File: config.mk
export PLATFORM = sky130hd
export DESIGN_NAME = change_dispenser
export DESIGN_NICKNAME = d
export VERILOG_FILES = /design/src/rtl/vending_pkg.sv /design/src/rtl/coin_inventory.sv /design/src/rtl/change_dispenser.sv
export SDC_FILE = /design/constraint.sdc
export NUM_CORES = 1
export LEC_CHECK = 0
export ABC_AREA = 1
export BUFFER_PORTS_ARGS = -buffer_cell sky130_fd_sc_hd__buf_2
export CAP_MARGIN = 20
export CORE_AREA = 4 4 79 81
export CTS_BUF_LIST = sky130_fd_sc_hd__clkbuf_2 sky130_fd_sc_hd__clkbuf_4 sky130_fd_sc_hd__clkbuf_8
export DETAILED_ROUTE_END_ITERATION = 10
export DIE_AREA = 0 0 83 85
export PLACE_DENSITY = 0.83
export SYNTH_ARGS = -nofsm -noshare
export SYNTH_HDL_FRONTEND = slang
export SYNTH_SLANG_ARGS = --single-unit
File: constraint.sdc
create_clock -name clk -period 4.4 [get_ports clk]
set_input_delay 0.44 -clock clk [delete_from_list [all_inputs] [get_ports clk]]
set_output_delay 0.44 -clock clk [all_outputs]
set_load 0.01 [all_outputs]
File: src/rtl/vending_pkg.sv
// Shared types and constants for the vending-machine change path.
//   coin_e      : coin denomination selector
//   Q/D/N_VAL   : coin values in cents
//   chg_state_e : change_dispenser FSM states
package vending_pkg;

    typedef enum logic [1:0] {
        COIN_Q,
        COIN_D,
        COIN_N
    } coin_e;

    localparam int unsigned Q_VAL = 25;
    localparam int unsigned D_VAL = 10;
    localparam int unsigned N_VAL = 5;

    typedef enum logic [2:0] {
        IDLE,
        SELECT,
        PULSE,
        GAP,
        DONE
    } chg_state_e;

endpackage

File: src/rtl/coin_inventory.sv
// Per-denomination coin counter.
//   clk, reset : clock, asynchronous active-high reset (count reloads INIT)
//   inc        : one coin added this cycle (saturates at all-ones)
//   dec        : one coin dispensed this cycle (caller only asserts when count > 0)
//   count      : current number of coins
//   empty      : count == 0
module coin_inventory #(
    parameter int CNT_W = 6,
    parameter int INIT  = 20
) (
    input  logic             clk,
    input  logic             reset,
    input  logic             inc,
    input  logic             dec,
    output logic [CNT_W-1:0] count,
    output logic             empty
);
    localparam logic [CNT_W-1:0] CNT_MAX = '1;
    localparam logic [CNT_W-1:0] CNT_INIT = CNT_W'(INIT);

    logic [CNT_W-1:0] count_q;
    logic [CNT_W-1:0] count_d;

    // A simultaneous inc and dec cancel out, so the count is left untouched.
    always_comb begin
        count_d = count_q;
        if (inc && !dec) begin
            if (count_q != CNT_MAX) begin
                count_d = count_q + 1'b1;
            end
        end else if (dec && !inc) begin
            count_d = count_q - 1'b1;
        end
    end

    always_ff @(posedge clk or posedge reset) begin
        if (reset) begin
            count_q <= CNT_INIT;
        end else begin
            count_q <= count_d;
        end
    end

    assign count = count_q;
    assign empty = (count_q == '0);

endmodule

File: src/rtl/change_dispenser.sv
// Change-return controller: pays a requested amount with the greedy coin
// order quarter > dime > nickel, one registered eject pulse at a time, and
// tracks the coin inventory of each denomination.
//   clk, reset          : clock, asynchronous active-high reset
//   req_valid/req_amount: change request, taken while req_ready is high
//   req_ready           : controller idle
//   refill_q/d/n        : one coin of that kind added per high cycle
//   outquarter/dime/nickel : one-cycle hopper eject pulses
//   busy                : a request is in progress
//   done, short_chg     : completion pulse; short_chg set if not fully paid
//   remaining           : unpaid cents of the last request
//   coin_empty          : {q,d,n} empty flags, only with CHANGE_EMPTY_FLAGS_EN
module change_dispenser
    import vending_pkg::*;
#(
    parameter int AMT_W     = 8,
    parameter int CNT_W     = 6,
    parameter int INIT_Q    = 20,
    parameter int INIT_D    = 20,
    parameter int INIT_N    = 20,
    parameter int PULSE_GAP = 1
) (
    input  logic             clk,
    input  logic             reset,
    input  logic             req_valid,
    input  logic [AMT_W-1:0] req_amount,
    output logic             req_ready,
    input  logic             refill_q,
    input  logic             refill_d,
    input  logic             refill_n,
    output logic             outquarter,
    output logic             outdime,
    output logic             outnickel,
    output logic             busy,
    output logic             done,
    output logic             short_chg,
    output logic [AMT_W-1:0] remaining
`ifdef CHANGE_EMPTY_FLAGS_EN
    ,
    output logic [2:0]       coin_empty
`endif
);
    localparam logic [AMT_W-1:0] Q_AMT = AMT_W'(Q_VAL);
    localparam logic [AMT_W-1:0] D_AMT = AMT_W'(D_VAL);
    localparam logic [AMT_W-1:0] N_AMT = AMT_W'(N_VAL);
    localparam logic [3:0]       GAP_LOAD = 4'(PULSE_GAP - 1);

    chg_state_e       state_q, state_d;
    coin_e            coin_q, coin_d;
    logic [AMT_W-1:0] rem_q, rem_d;
    logic [3:0]       gap_q, gap_d;
    logic [2:0]       out_q, out_d;        // {quarter, dime, nickel}
    logic             done_q, done_d;
    logic             short_q, short_d;
    logic [AMT_W-1:0] remaining_q, remaining_d;
    logic             ready_q, ready_d;
    logic             busy_q, busy_d;

    logic [CNT_W-1:0] q_cnt, d_cnt, n_cnt;
    logic             q_empty, d_empty, n_empty;
    logic             dec_q, dec_d, dec_n;

    // The inventory is decremented at the end of the PULSE cycle; the count
    // check keeps a dispense from ever reaching an empty counter.
    assign dec_q = (state_q == PULSE) && (coin_q == COIN_Q) && (q_cnt != '0);
    assign dec_d = (state_q == PULSE) && (coin_q == COIN_D) && (d_cnt != '0);
    assign dec_n = (state_q == PULSE) && (coin_q == COIN_N) && (n_cnt != '0);

    coin_inventory #(.CNT_W(CNT_W), .INIT(INIT_Q)) u_inv_q (
        .clk(clk), .reset(reset), .inc(refill_q), .dec(dec_q),
        .count(q_cnt), .empty(q_empty)
    );
    coin_inventory #(.CNT_W(CNT_W), .INIT(INIT_D)) u_inv_d (
        .clk(clk), .reset(reset), .inc(refill_d), .dec(dec_d),
        .count(d_cnt), .empty(d_empty)
    );
    coin_inventory #(.CNT_W(CNT_W), .INIT(INIT_N)) u_inv_n (
        .clk(clk), .reset(reset), .inc(refill_n), .dec(dec_n),
        .count(n_cnt), .empty(n_empty)
    );

    // Output registers are loaded on the transition into the state that owns
    // them, so the eject pulse coincides with PULSE and done with DONE.
    always_comb begin
        state_d     = state_q;
        coin_d      = coin_q;
        rem_d       = rem_q;
        gap_d       = gap_q;
        out_d       = 3'b000;
        done_d      = 1'b0;
        short_d     = short_q;
        remaining_d = remaining_q;
        unique case (state_q)
            IDLE: begin
                if (req_valid) begin
                    rem_d   = req_amount;
                    state_d = SELECT;
                end
            end
            SELECT: begin
                if (rem_q >= Q_AMT && !q_empty) begin
                    coin_d  = COIN_Q;
                    out_d   = 3'b100;
                    state_d = PULSE;
                end else if (rem_q >= D_AMT && !d_empty) begin
                    coin_d  = COIN_D;
                    out_d   = 3'b010;
                    state_d = PULSE;
                end else if (rem_q >= N_AMT && !n_empty) begin
                    coin_d  = COIN_N;
                    out_d   = 3'b001;
                    state_d = PULSE;
                end else begin
                    done_d      = 1'b1;
                    short_d     = (rem_q != '0);
                    remaining_d = rem_q;
                    state_d     = DONE;
                end
            end
            PULSE: begin
                case (coin_q)
                    COIN_Q:  rem_d = rem_q - Q_AMT;
                    COIN_D:  rem_d = rem_q - D_AMT;
                    default: rem_d = rem_q - N_AMT;
                endcase
                gap_d   = GAP_LOAD;
                state_d = GAP;
            end
            GAP: begin
                if (gap_q == '0) begin
                    state_d = SELECT;
                end else begin
                    gap_d = gap_q - 1'b1;
                end
            end
            default: begin
                state_d = IDLE;
            end
        endcase
        ready_d = (state_d == IDLE);
        busy_d  = (state_d != IDLE);
    end

    always_ff @(posedge clk or posedge reset) begin
        if (reset) begin
            state_q     <= IDLE;
            out_q       <= 3'b000;
            done_q      <= 1'b0;
            short_q     <= 1'b0;
            remaining_q <= '0;
            ready_q     <= 1'b1;
            busy_q      <= 1'b0;
        end else begin
            state_q     <= state_d;
            out_q       <= out_d;
            done_q      <= done_d;
            short_q     <= short_d;
            remaining_q <= remaining_d;
            ready_q     <= ready_d;
            busy_q      <= busy_d;
        end
    end

    // Working registers only matter once a request has been latched in IDLE.
    always_ff @(posedge clk) begin
        coin_q <= coin_d;
        rem_q  <= rem_d;
        gap_q  <= gap_d;
    end

    assign outquarter = out_q[2];
    assign outdime    = out_q[1];
    assign outnickel  = out_q[0];
    assign done       = done_q;
    assign short_chg  = short_q;
    assign remaining  = remaining_q;
    assign req_ready  = ready_q;
    assign busy       = busy_q;

`ifdef CHANGE_EMPTY_FLAGS_EN
    localparam logic [2:0] EMPTY_INIT = {INIT_Q == 0, INIT_D == 0, INIT_N == 0};

    logic [2:0] coin_empty_q;
    logic [2:0] coin_empty_d;

    assign coin_empty_d = {q_empty, d_empty, n_empty};

    always_ff @(posedge clk or posedge reset) begin
        if (reset) begin
            coin_empty_q <= EMPTY_INIT;
        end else begin
            coin_empty_q <= coin_empty_d;
        end
    end

    assign coin_empty = coin_empty_q;
`else
    // Without the flags the empty indications only steer coin selection.
`endif

endmodule

==> impl_metrics.env <==
export IMPL_gr_usage_all_layers_pct=20.9
export IMPL_power_switching_uw=1150
export IMPL_p_per_area_mw_per_mm2=663
export IMPL_syn_area_mm2=0.00348
export IMPL_cts_tree="built"
export IMPL_cp_arrival_ns=2.60
export IMPL_die_area_mm2=0.00706
export IMPL_dieHeight_um=85
export IMPL_place_congestion=0.979
export IMPL_clock_skew_ns=0.00762
export IMPL_syn_inst=450
export IMPL_wl_per_cell_um=12.8
export IMPL_worst_pin_slew_ns=0.528
export IMPL_cp_cell_sequence="nor2_2 > inv_2 > nor2_4 > nand2_2 > nand2_1 > ha_1 > nand2_1 > nand2_1 > nand2_1 > nand2_1 > nor2_1 > nand3_1 > nand4_1 > nand2_1"
export IMPL_fp_row_count=27
export IMPL_setup_tns_ns=0
export IMPL_cts_resized=0
export IMPL_grt_first_pass_wirelength_um=12400
export IMPL_max_slew_margin_pct=64.8
export IMPL_fin_crit_sh_pct=54.4
export IMPL_fin_hold_ws_ns=0.209
export IMPL_dpl_hpwl_um=5490
export IMPL_ys_ff_latch=50
export IMPL_finalMaxSlewViolations=0
export IMPL_vdd_drop_max_mv=0.357
export IMPL_cts_sinks=50
export IMPL_cts_buffer_depth=2
export IMPL_status="completed"
export IMPL_ys_types=34
export IMPL_ys_flop_type="dfrtp_1"
export IMPL_gr_total_overflow=0
export IMPL_post_synth_cell_area_avg_um2=7.73
export IMPL_fin_util_pct=68.7
export IMPL_drive_gt1_share_pct=17.5
export IMPL_worst_endpoint_required_ns=4.60
export IMPL_crit_path_end_kind="register"
export IMPL_pwr_share_comb_pct=49.6
export IMPL_io_buffers=28
export IMPL_antenna_left=0
export IMPL_critPathKind="reg -> reg"
export IMPL_clock_latency_ns=0.31
export IMPL_cp_max_fo=7
export IMPL_seq_area_frac_synth_pct=38.2
export IMPL_met3_usage_pct=4.08
export IMPL_min_period_ns=2.39
export IMPL_io_pin_count=29
export IMPL_antenna_found_initial=0
export IMPL_dieWidth_um=83
export IMPL_drt_pass1_iterations=5
export IMPL_viasPerCell=5.39
export IMPL_worst_setup_path_start_kind="register"
export IMPL_area_growth_pct=8.02
export IMPL_nNetsFinal=517
export IMPL_core_mm2=0.00547
export IMPL_rsz0062_at_grt="no"
export IMPL_grt_pass1_vias=2817
export IMPL_initial_core_util_pct=63.6
export IMPL_cts_setup_buffers=0
export IMPL_top_usage_layer="met2"
export IMPL_nFillCells=462
export IMPL_slowest_delay_ns=0.51
export IMPL_fmax_ghz=0.418
export IMPL_setup_viol=0
export IMPL_intPower_uw=1340
export IMPL_use_met2_pct=36.8
export IMPL_clkPwrFrac_pct=13.2
export IMPL_ys_async_sr_fraction_pct=72.0
export IMPL_path_delay_family="simple AND/OR/NAND/NOR gates"
export IMPL_antenna_cells=0
export IMPL_cts_buffers=5
export IMPL_seqPwrFrac_pct=37.2
export IMPL_post_route_drc_count=0
export IMPL_maxCapViolations=0
export IMPL_drt_iter0_drc=168
export IMPL_vias=2973
export IMPL_slowest_stage="edfxtp_1"
export IMPL_hold_buffers=0
export IMPL_hold_viol_final=0
export IMPL_wl_um=7060
export IMPL_swShare_pct=46.1
export IMPL_synth_edff_count=14
export IMPL_timing_critical_path_buf_inv=1
export IMPL_synth_warnings=0
export IMPL_hold_path_class="in -> async"
export IMPL_grt_max_degree=37
export IMPL_leakage_uw=0.00194
export IMPL_p_total_uw=2490
export IMPL_clock_root_buffer="clkbuf_8"
export IMPL_clkTransAtPathRegs_ns=0.10
export IMPL_crit_top_cell="nand2_1"
export IMPL_use_met1_pct=26.2
export IMPL_htreeDepth=2
export IMPL_syn_nets=488
kinds of logic (layout without fill, tap and decap cells):
family                     after synthesis  after routing  share of synthesized area [%]
AOI/OAI and AO/OA                       53             53                           8.45
xor gates and xnor gates                13             13                           3.27
adders and majority gates               24             24                           9.28
buffers and inverters                   65             95                           8.49
DFF                                     50             50                           38.2
and+or+nand+nor                        245            245                           32.3
final timing paths:
kind / startpoint / end / slack [ns] / cells past startpoint
max reg2reg: coin_q[1] / u_inv_q.count[5] / 2.01 / 14
max in group asynchronous: reset / u_inv_q.count[4] / 3.85 / 3
min: reset / u_inv_n.count[3] / 0.21 / 3
min in group clk: req_amount[3] / rem_q[3] / 0.40 / 3
min reg2reg: remaining[4] / remaining[4] / 0.48 / 2
max: coin_q[1] / u_inv_q.count[5] / 2.01 / 14
per-layer routing:
metal  vias up  routed length, µm
met5         -                  0
met4         0                117
met3        15                369
met2        91               3500
met1      1350               3070
li1       1517                  -
per-stage QoR:
stage / area [µm²] / worst slack, ns / std cells
floorplan: 3480 / 2.34 / 450
finish: 3760 / 2.01 / 552
detailed placement: 3650 / 2.05 / 544
CTS: 3760 / 2.01 / 552
global placement: 3650 / 2.14 / 544
global route: 3760 / 1.78 / 552
area by class of cell:
class                      instances  area (µm²)  share of cell area [%]
inverter                          58         224                    5.96
timing repair buffer              29         148                    3.93
multi-input combinational        335        1850                    49.3
tap                               72        90.1                    2.40
clock inverter                     3        43.8                    1.17
sequential                        50        1330                    35.4
clock buffer                       5        68.8                    1.83
synth_stat cells, types with 2 or more instances:
cell type	count	area, µm²
nand2_2	9	56.3
edfxtp_1	14	420
or2_2	3	18.8
nor2_4	4	45.0
dfrtp_1	29	726
buf_4	2	15.0
nor2_1	41	154
nand2_1	119	447
xnor2_1	4	35.0
nand4_1	9	56.3
ha_1	21	263
xor2_1	9	78.8
o21ai_0	12	60.1
fa_1	3	60.1
a21oi_1	20	100
nand3_2	4	40.0
nand3_1	43	215
buf_6	5	56.3
nor2_2	4	25.0
nor3_1	5	25.0
o21ai_1	13	65.1
nand2_4	2	22.5
inv_1	47	176
inv_2	9	33.8
o211ai_1	3	22.5
dfstp_2	7	184
a31oi_1	2	12.5
worst min-delay path, cell delays in order:
cell and delay, ns:
buf_2 0.09, inv_1 0.04, buf_4 0.38
power groups by stage:
stage | registers, µW | logic, µW | clock network (µW)
finish | 926 | 1240 | 329
global route | 955 | 1430 | 358
CTS | 923 | 1240 | 338
detailed placement | 933 | 1230 | 0
global placement | 928 | 1200 | 0
floorplan | 853 | 1060 | 0
sequential cells by signal (all words and copies together) (netlist names):
name,flops
short_chg,1
coin_q,2
remaining,8
u_inv_d.count,6
gap_q,4
req_ready,1
u_inv_q.count,6
rem_q,8
state_q,3
busy,1
out_q,3
u_inv_n.count,6
done,1
placed cells by master (no fill, tap or decap), types with 7 or more instances in the layout:
master	n
nand2_1	119
nand3_1	43
inv_1	47
nor2_1	41
o21ai_0	12
xor2_1	9
edfxtp_1	14
inv_2	9
buf_2	28
nand2_2	9
nand4_1	9
dfrtp_1	29
dfstp_2	7
o21ai_1	13
a21oi_1	20
ha_1	21
No activity file was read; power rests on OpenSTA's default activity.
